## src/rtl/gecko_run_controller.sv

```systemverilog
`default_nettype none
// ============================================================================
// Module   : gecko_run_controller
// Purpose  : Loads a program image into core memory, holds the core in reset
//            for a fixed number of cycles, releases it, and records how the
//            run ended (finished, faulted or watchdog timeout).
// Revision : 1.0 - initial release
//
// Ports
//   clk, rst                  clock, synchronous active-high reset
//   start                     begin load-and-run (honoured in IDLE/DONE only)
//   load_valid/ready          program word handshake
//   load_addr/data/last       program word, its address, end-of-image marker
//   mem_wr_en/addr/data       registered program memory write port
//   core_rst                  active-high reset to the core
//   faulted_flag/finished_flag core status, looked at only while running
//   busy, done, pass, fail, timeout, cycle_count   run status
//
// Configuration
//   GECKO_RUN_CONTROLLER_WATCHDOG_EN : when defined, a run that reaches
//   TIMEOUT_CYCLES without a core flag ends with timeout=1, fail=1.
// ============================================================================
module gecko_run_controller #(
  parameter int unsigned ADDR_SPACE_WIDTH  = 12,
  parameter int unsigned RESET_HOLD_CYCLES = 4,
  parameter logic [31:0] TIMEOUT_CYCLES    = 32'd100000
) (
  input  logic                        clk,
  input  logic                        rst,
  input  logic                        start,
  input  logic                        load_valid,
  output logic                        load_ready,
  input  logic [ADDR_SPACE_WIDTH-1:0] load_addr,
  input  logic [31:0]                 load_data,
  input  logic                        load_last,
  output logic                        mem_wr_en,
  output logic [ADDR_SPACE_WIDTH-1:0] mem_wr_addr,
  output logic [31:0]                 mem_wr_data,
  output logic                        core_rst,
  input  logic                        faulted_flag,
  input  logic                        finished_flag,
  output logic                        busy,
  output logic                        done,
  output logic                        pass,
  output logic                        fail,
  output logic                        timeout,
  output logic [31:0]                 cycle_count
);

  // Reject configurations outside the supported ranges at elaboration.
  if (RESET_HOLD_CYCLES < 1 || RESET_HOLD_CYCLES > 255 || TIMEOUT_CYCLES == 32'd0) begin : g_param_check
    $error("gecko_run_controller: parameter out of range");
  end

  localparam logic [2:0] S_IDLE = 3'd0;
  localparam logic [2:0] S_LOAD = 3'd1;
  localparam logic [2:0] S_HOLD = 3'd2;
  localparam logic [2:0] S_RUN  = 3'd3;
  localparam logic [2:0] S_DONE = 3'd4;

  // Counter is loaded with N-1 on HOLD entry and leaves at zero, giving
  // exactly N cycles in HOLD.
  localparam logic [7:0] HOLD_INIT = 8'(RESET_HOLD_CYCLES - 1);

  logic [2:0]  state;
  logic [2:0]  state_next;
  logic [7:0]  hold_cnt;
  logic [31:0] cnt_inc;
  logic        accept;
  logic        launch;
  logic        flag_any;

  assign accept   = load_valid && load_ready;
  assign launch   = ((state == S_IDLE) || (state == S_DONE)) && start;
  assign flag_any = faulted_flag || finished_flag;
  // Saturating RUN cycle counter value for this cycle.
  assign cnt_inc  = (cycle_count == 32'hFFFF_FFFF) ? cycle_count : cycle_count + 32'd1;

`ifdef GECKO_RUN_CONTROLLER_WATCHDOG_EN
  logic wd_expire;
  logic timeout_q;

  // Expiry is judged on the count this cycle will produce, so the run ends
  // with cycle_count equal to TIMEOUT_CYCLES. A core flag always wins.
  assign wd_expire = !flag_any && (cnt_inc == TIMEOUT_CYCLES);
  assign timeout   = timeout_q;
`else
  assign timeout   = 1'b0;
`endif

  // --------------------------------------------------------------------------
  // State register
  // --------------------------------------------------------------------------
  always_ff @(posedge clk) begin
    if (rst) begin
      state <= S_IDLE;
    end else begin
      state <= state_next;
    end
  end

  // --------------------------------------------------------------------------
  // Next-state logic
  // --------------------------------------------------------------------------
  always_comb begin
    state_next = state;
    case (state)
      S_IDLE: if (start) state_next = S_LOAD;
      S_LOAD: if (accept && load_last) state_next = S_HOLD;
      S_HOLD: if (hold_cnt == 8'd0) state_next = S_RUN;
      S_RUN: begin
        if (flag_any) begin
          state_next = S_DONE;
        end
`ifdef GECKO_RUN_CONTROLLER_WATCHDOG_EN
        else if (wd_expire) begin
          state_next = S_DONE;
        end
`endif
      end
      S_DONE: if (start) state_next = S_LOAD;
      default: state_next = S_IDLE;
    endcase
  end

  // --------------------------------------------------------------------------
  // State-decoded outputs
  // --------------------------------------------------------------------------
  always_comb begin
    core_rst   = 1'b1;
    busy       = 1'b0;
    load_ready = 1'b0;
    done       = 1'b0;
    case (state)
      // Ready is masked during reset so a beat offered in that cycle is
      // never handshaken.
      S_LOAD: begin
        busy       = 1'b1;
        load_ready = !rst;
      end
      S_HOLD: busy = 1'b1;
      S_RUN: begin
        busy     = 1'b1;
        core_rst = 1'b0;
      end
      S_DONE: done = 1'b1;
      default: ;
    endcase
  end

  // --------------------------------------------------------------------------
  // Memory write port, hold counter and run status
  // --------------------------------------------------------------------------
  always_ff @(posedge clk) begin
    if (rst) begin
      mem_wr_en   <= 1'b0;
      mem_wr_addr <= '0;
      mem_wr_data <= '0;
      hold_cnt    <= 8'd0;
      pass        <= 1'b0;
      fail        <= 1'b0;
      cycle_count <= 32'd0;
`ifdef GECKO_RUN_CONTROLLER_WATCHDOG_EN
      timeout_q   <= 1'b0;
`endif
    end else begin
      mem_wr_en <= accept;
      if (accept) begin
        mem_wr_addr <= load_addr;
        mem_wr_data <= load_data;
      end

      if (state == S_LOAD && accept && load_last) begin
        hold_cnt <= HOLD_INIT;
      end else if (state == S_HOLD && hold_cnt != 8'd0) begin
        hold_cnt <= hold_cnt - 8'd1;
      end

      if (launch) begin
        pass        <= 1'b0;
        fail        <= 1'b0;
        cycle_count <= 32'd0;
`ifdef GECKO_RUN_CONTROLLER_WATCHDOG_EN
        timeout_q   <= 1'b0;
`endif
      end

      // The exiting RUN cycle is counted too.
      if (state == S_RUN) begin
        cycle_count <= cnt_inc;
        if (faulted_flag) begin
          fail <= 1'b1;
        end else if (finished_flag) begin
          pass <= 1'b1;
        end
`ifdef GECKO_RUN_CONTROLLER_WATCHDOG_EN
        else if (wd_expire) begin
          fail      <= 1'b1;
          timeout_q <= 1'b1;
        end
`endif
      end
    end
  end

endmodule
`default_nettype wire
```

## config.mk

```make
export PLATFORM = sky130hd
export DESIGN_NAME = gecko_run_controller
export DESIGN_NICKNAME = d
export VERILOG_FILES = /design/src/rtl/gecko_run_controller.sv
export SDC_FILE = /design/constraint.sdc
export NUM_CORES = 1
export LEC_CHECK = 0
export CAP_MARGIN = 20
export CELL_PAD_IN_SITES_DETAIL_PLACEMENT = 1
export CELL_PAD_IN_SITES_GLOBAL_PLACEMENT = 2
export CORE_MARGIN = 10
export CORE_UTILIZATION = 28
export DETAILED_ROUTE_END_ITERATION = 10
export PLACE_DENSITY_LB_ADDON = 0.05
export SLEW_MARGIN = 20
export SYNTH_ARGS = -nofsm -noshare
export SYNTH_HDL_FRONTEND = slang
export SYNTH_SLANG_ARGS = --single-unit
```

## constraint.sdc

```tcl
create_clock -name clk -period 3.5 [get_ports clk]
set_clock_uncertainty 0.2 [all_clocks]
set_input_delay 0.525 -clock clk [delete_from_list [all_inputs] [get_ports clk]]
set_output_delay 0.525 -clock clk [all_outputs]
set_load 0.05 [all_outputs]
```

==> impl_metrics.py <==
metrics = {
    "run_status": {
        "status": "finished, final reports clean",
    },
    "logic_synthesis": {
        "syn-instance-count": 502,
        "async_flop_share_pct": 0,
        "postSynthAreaPerCell_um2": 8.25,
        "yosys.area_share.simple_pct": 35.7,
        "synth_fp_nets": 556,
        "ys.flop_type": "dfxtp_1",
        "synth.distinct_cells": 60,
        "synth_xor_area_share_pct": 2.33,
        "ys_ff_latch": 90,
        "syn_area_um2": 4140,
        "synth_compound_area_share_pct": 12.1,
        "synth-seq-area-share_pct": 43.5,
        "synth_top_family_by_area": "simple AND/OR/NAND/NOR gates",
        "synth-edff-count": 0,
        "synthAdderAreaFrac_pct": 0.906,
        "synthMuxAreaShare_pct": 1.63,
        "yosysWarnings": 0,
    },
    "placed_design": {
        "io_buffers": 133,
        "placed_cells": 794,
        "pre_cts_ws_ns": 0.642,
        "dp_hpwl_um": 10500,
        "gp_congestion": 0.776,
    },
    "critical_path": {
        "crit_chain": "and3b_1 > inv_1 > clkdlybuf4s50_1",
        "arrival_ns": 2.17,
        "cp_slowest_cell": "clkdlybuf4s50_1",
        "criticalPathCategory": "register to primary output",
        "cp_data_required_time_ns": 2.77,
        "cp-end-kind": "primary output",
        "start_kind": "register",
        "crit_fanout": 9,
        "cpPeakStageDelay_ns": 0.88,
    },
    "sta": {
        "slew_headroom_pct": 45.4,
        "hold_violations": 0,
        "setup_viol": 0,
        "drv_slew": 0,
        "worstMarginPinSlew_ns": 0.819,
        "clock.fmax_mhz": 346,
        "fin_crit_ns": 2.89,
        "rsz0062_at_grt": "no",
        "setup_tns_ns": 0,
        "setup_ws_ns": 0.609,
        "fin_crit_sh_pct": 82.6,
    },
    "worst_hold_path": {
        "min_path_type": "register to register",
    },
    "route": {
        "vias": 4126,
        "drtPass1Iterations": 4,
        "ant_nets": 0,
        "drt_iter0_markers": 179,
        "drc": 0,
        "routedWlPerCell_um": 18.3,
        "finalWirelength_um": 14900,
        "viasPerCell": 5.09,
    },
    "pwr": {
        "p_per_area_nw_per_um2": 426,
        "ir_worst_vdd_mv": 0.211,
        "power_leakage_nw": 2.24,
    },
    "clock_tree": {
        "cts_tree": "yes",
        "cts_made_buffers": 9,
        "clock_tree.buffer_depth": 2,
        "cts_hold_buf": 0,
        "htreeDepth": 3,
        "clockRootBuffer": "clkbuf_16",
        "postCtsSetupBuffers": 0,
        "cts_sinks": 90,
        "clkLatencyLatePin_ns": 0.35,
        "path_clk_slew_ns": 0.07,
        "cts-resized-gates": 0,
    },
    "global_routing": {
        "grt_max_degree": 85,
        "antenna_found_initial": 0,
        "grtUsageTotal_pct": 14.6,
        "grt_pass1_wl_um": 23700,
        "gr-total-overflow": 0,
        "grt_pass1_vias": 4281,
    },
    "cells_and_area": {
        "seq_area_um2": 1800,
        "multi_input_area_um2": 2190,
        "area_delta_synth_final_pct": 43.4,
        "final_cells": 810,
        "n_antenna_cell": 0,
        "final_nets": 675,
        "drive_gt1_share_pct": 6.55,
        "utilization_pct": 40.9,
        "fillers": 1752,
    },
    "die": {
        "fp.dieH_um": 142,
        "coreArea_um2": 14500,
        "rows": 44,
        "initial_utilization_pct": 28.5,
        "die_area_um2": 20100,
        "io_pins": 135,
        "die_width_um": 142,
    },
    "flow_run": {
        "maxCapViolations": 0,
    },
}
[worst max-delay path: cells and delay by family, from the launching register on]
| family | cells | cell delay (ns) |
|---|---|---|
| buf+inv | 2 | 1.15 |
| flops | 1 | 0.45 |
| simple gates | 1 | 0.22 |
[synthesized netlist by cell type, types with 7 or more instances]
library cell | count | area (µm²)
nor2_1 | 26 | 97.6
nor4_1 | 7 | 43.8
a31oi_1 | 12 | 75.1
nand3b_1 | 47 | 353
inv_1 | 9 | 33.8
dfxtp_1 | 90 | 1800
o21ai_0 | 13 | 65.1
nand4_1 | 10 | 62.6
a21oi_1 | 19 | 95.1
nor3_1 | 8 | 40.0
nand3_1 | 21 | 105
nand2_1 | 122 | 458
xnor2_1 | 7 | 61.3
clkbuf_1 | 24 | 90.1
[power by group]
group	switching, mW	internal (mW)
registers	0.0257	1.06
logic	0.252	0.151
clock network	0.425	0.611
total	0.703	1.82
[flip-flops by register name (all words and copies together) (netlist names)]
register	cells
mem_wr_en	1
hold_cnt	8
mem_wr_data	32
fail	1
pass	1
mem_wr_addr	12
state	3
cycle_count	32
[placed cells by master (no fill, tap or decap), types with 4 or more instances in the layout]
cell type / count
o21ai_0: 13
or4_1: 6
nand3b_1: 47
xnor2_1: 7
clkdlybuf4s50_1: 132
clkbuf_16: 9
nand3_1: 21
a21oi_1: 19
and4_1: 4
mux2_2: 6
a311oi_1: 6
nor2_1: 26
nor4_1: 7
nand2_1: 122
dfxtp_1: 90
nand4_1: 10
inv_1: 9
a211o_1: 4
a31oi_1: 12
buf_4: 5
xor2_1: 4
nor3_1: 8
[metal layers]
layer	share of wire, %	GRT usage, %	vias to the layer above	wire length [µm]
li1	-	-	2020	-
met1	43	17.1	1978	6400
met2	44	22.2	117	6540
met3	12	8.91	11	1770
met4	1.0	3.44	0	150
met5	0	0	-	0
[per-stage QoR]
| step | cell area (µm²) | hold slack [ns] | total power, mW |
|---|---|---|---|
| 5_1_grt | 5940 | 0.301 | 2.64 |
| 4_1_cts | 5940 | 0.279 | 2.57 |
| 3_3_place_gp | 5620 | 0.261 | 1.51 |
| 6_report | 5940 | 0.275 | 2.53 |
| 2_1_floorplan | 4150 | 0.276 | 1.35 |
| 3_5_place_dp | 5620 | 0.267 | 1.52 |
[final timing paths]
| kind | from | endpoint | slack [ns] | depth (start not counted) |
|---|---|---|---|---|
| max | state[2] | core_rst | 0.61 | 3 |
| min | mem_wr_data[23] | mem_wr_data[23] | 0.27 | 2 |
| max reg2reg | cycle_count[0] | cycle_count[9] | 0.64 | 6 |
| min reg2reg | mem_wr_data[23] | mem_wr_data[23] | 0.27 | 2 |
[cells by family after synthesis]
kind of cell / after synthesis
XOR/XNOR: 11
AND/OR/NAND/NOR: 276
flip-flops: 90
other: 1
buffers and inverters: 40
AO/OA/AOI/OAI: 75
adder cells (fa/ha/maj): 3
multiplexers: 6
[area by class of cell]
type,instances,area share (%)
clock inverters,4,0.822
well taps,184,3.88
inverters,10,0.632
repair buffers,138,23.0
flip-flops and latches,90,30.3
multi-input cells,372,36.9
clock buffers,12,4.49
No activity file was read; power rests on OpenSTA's default activity.
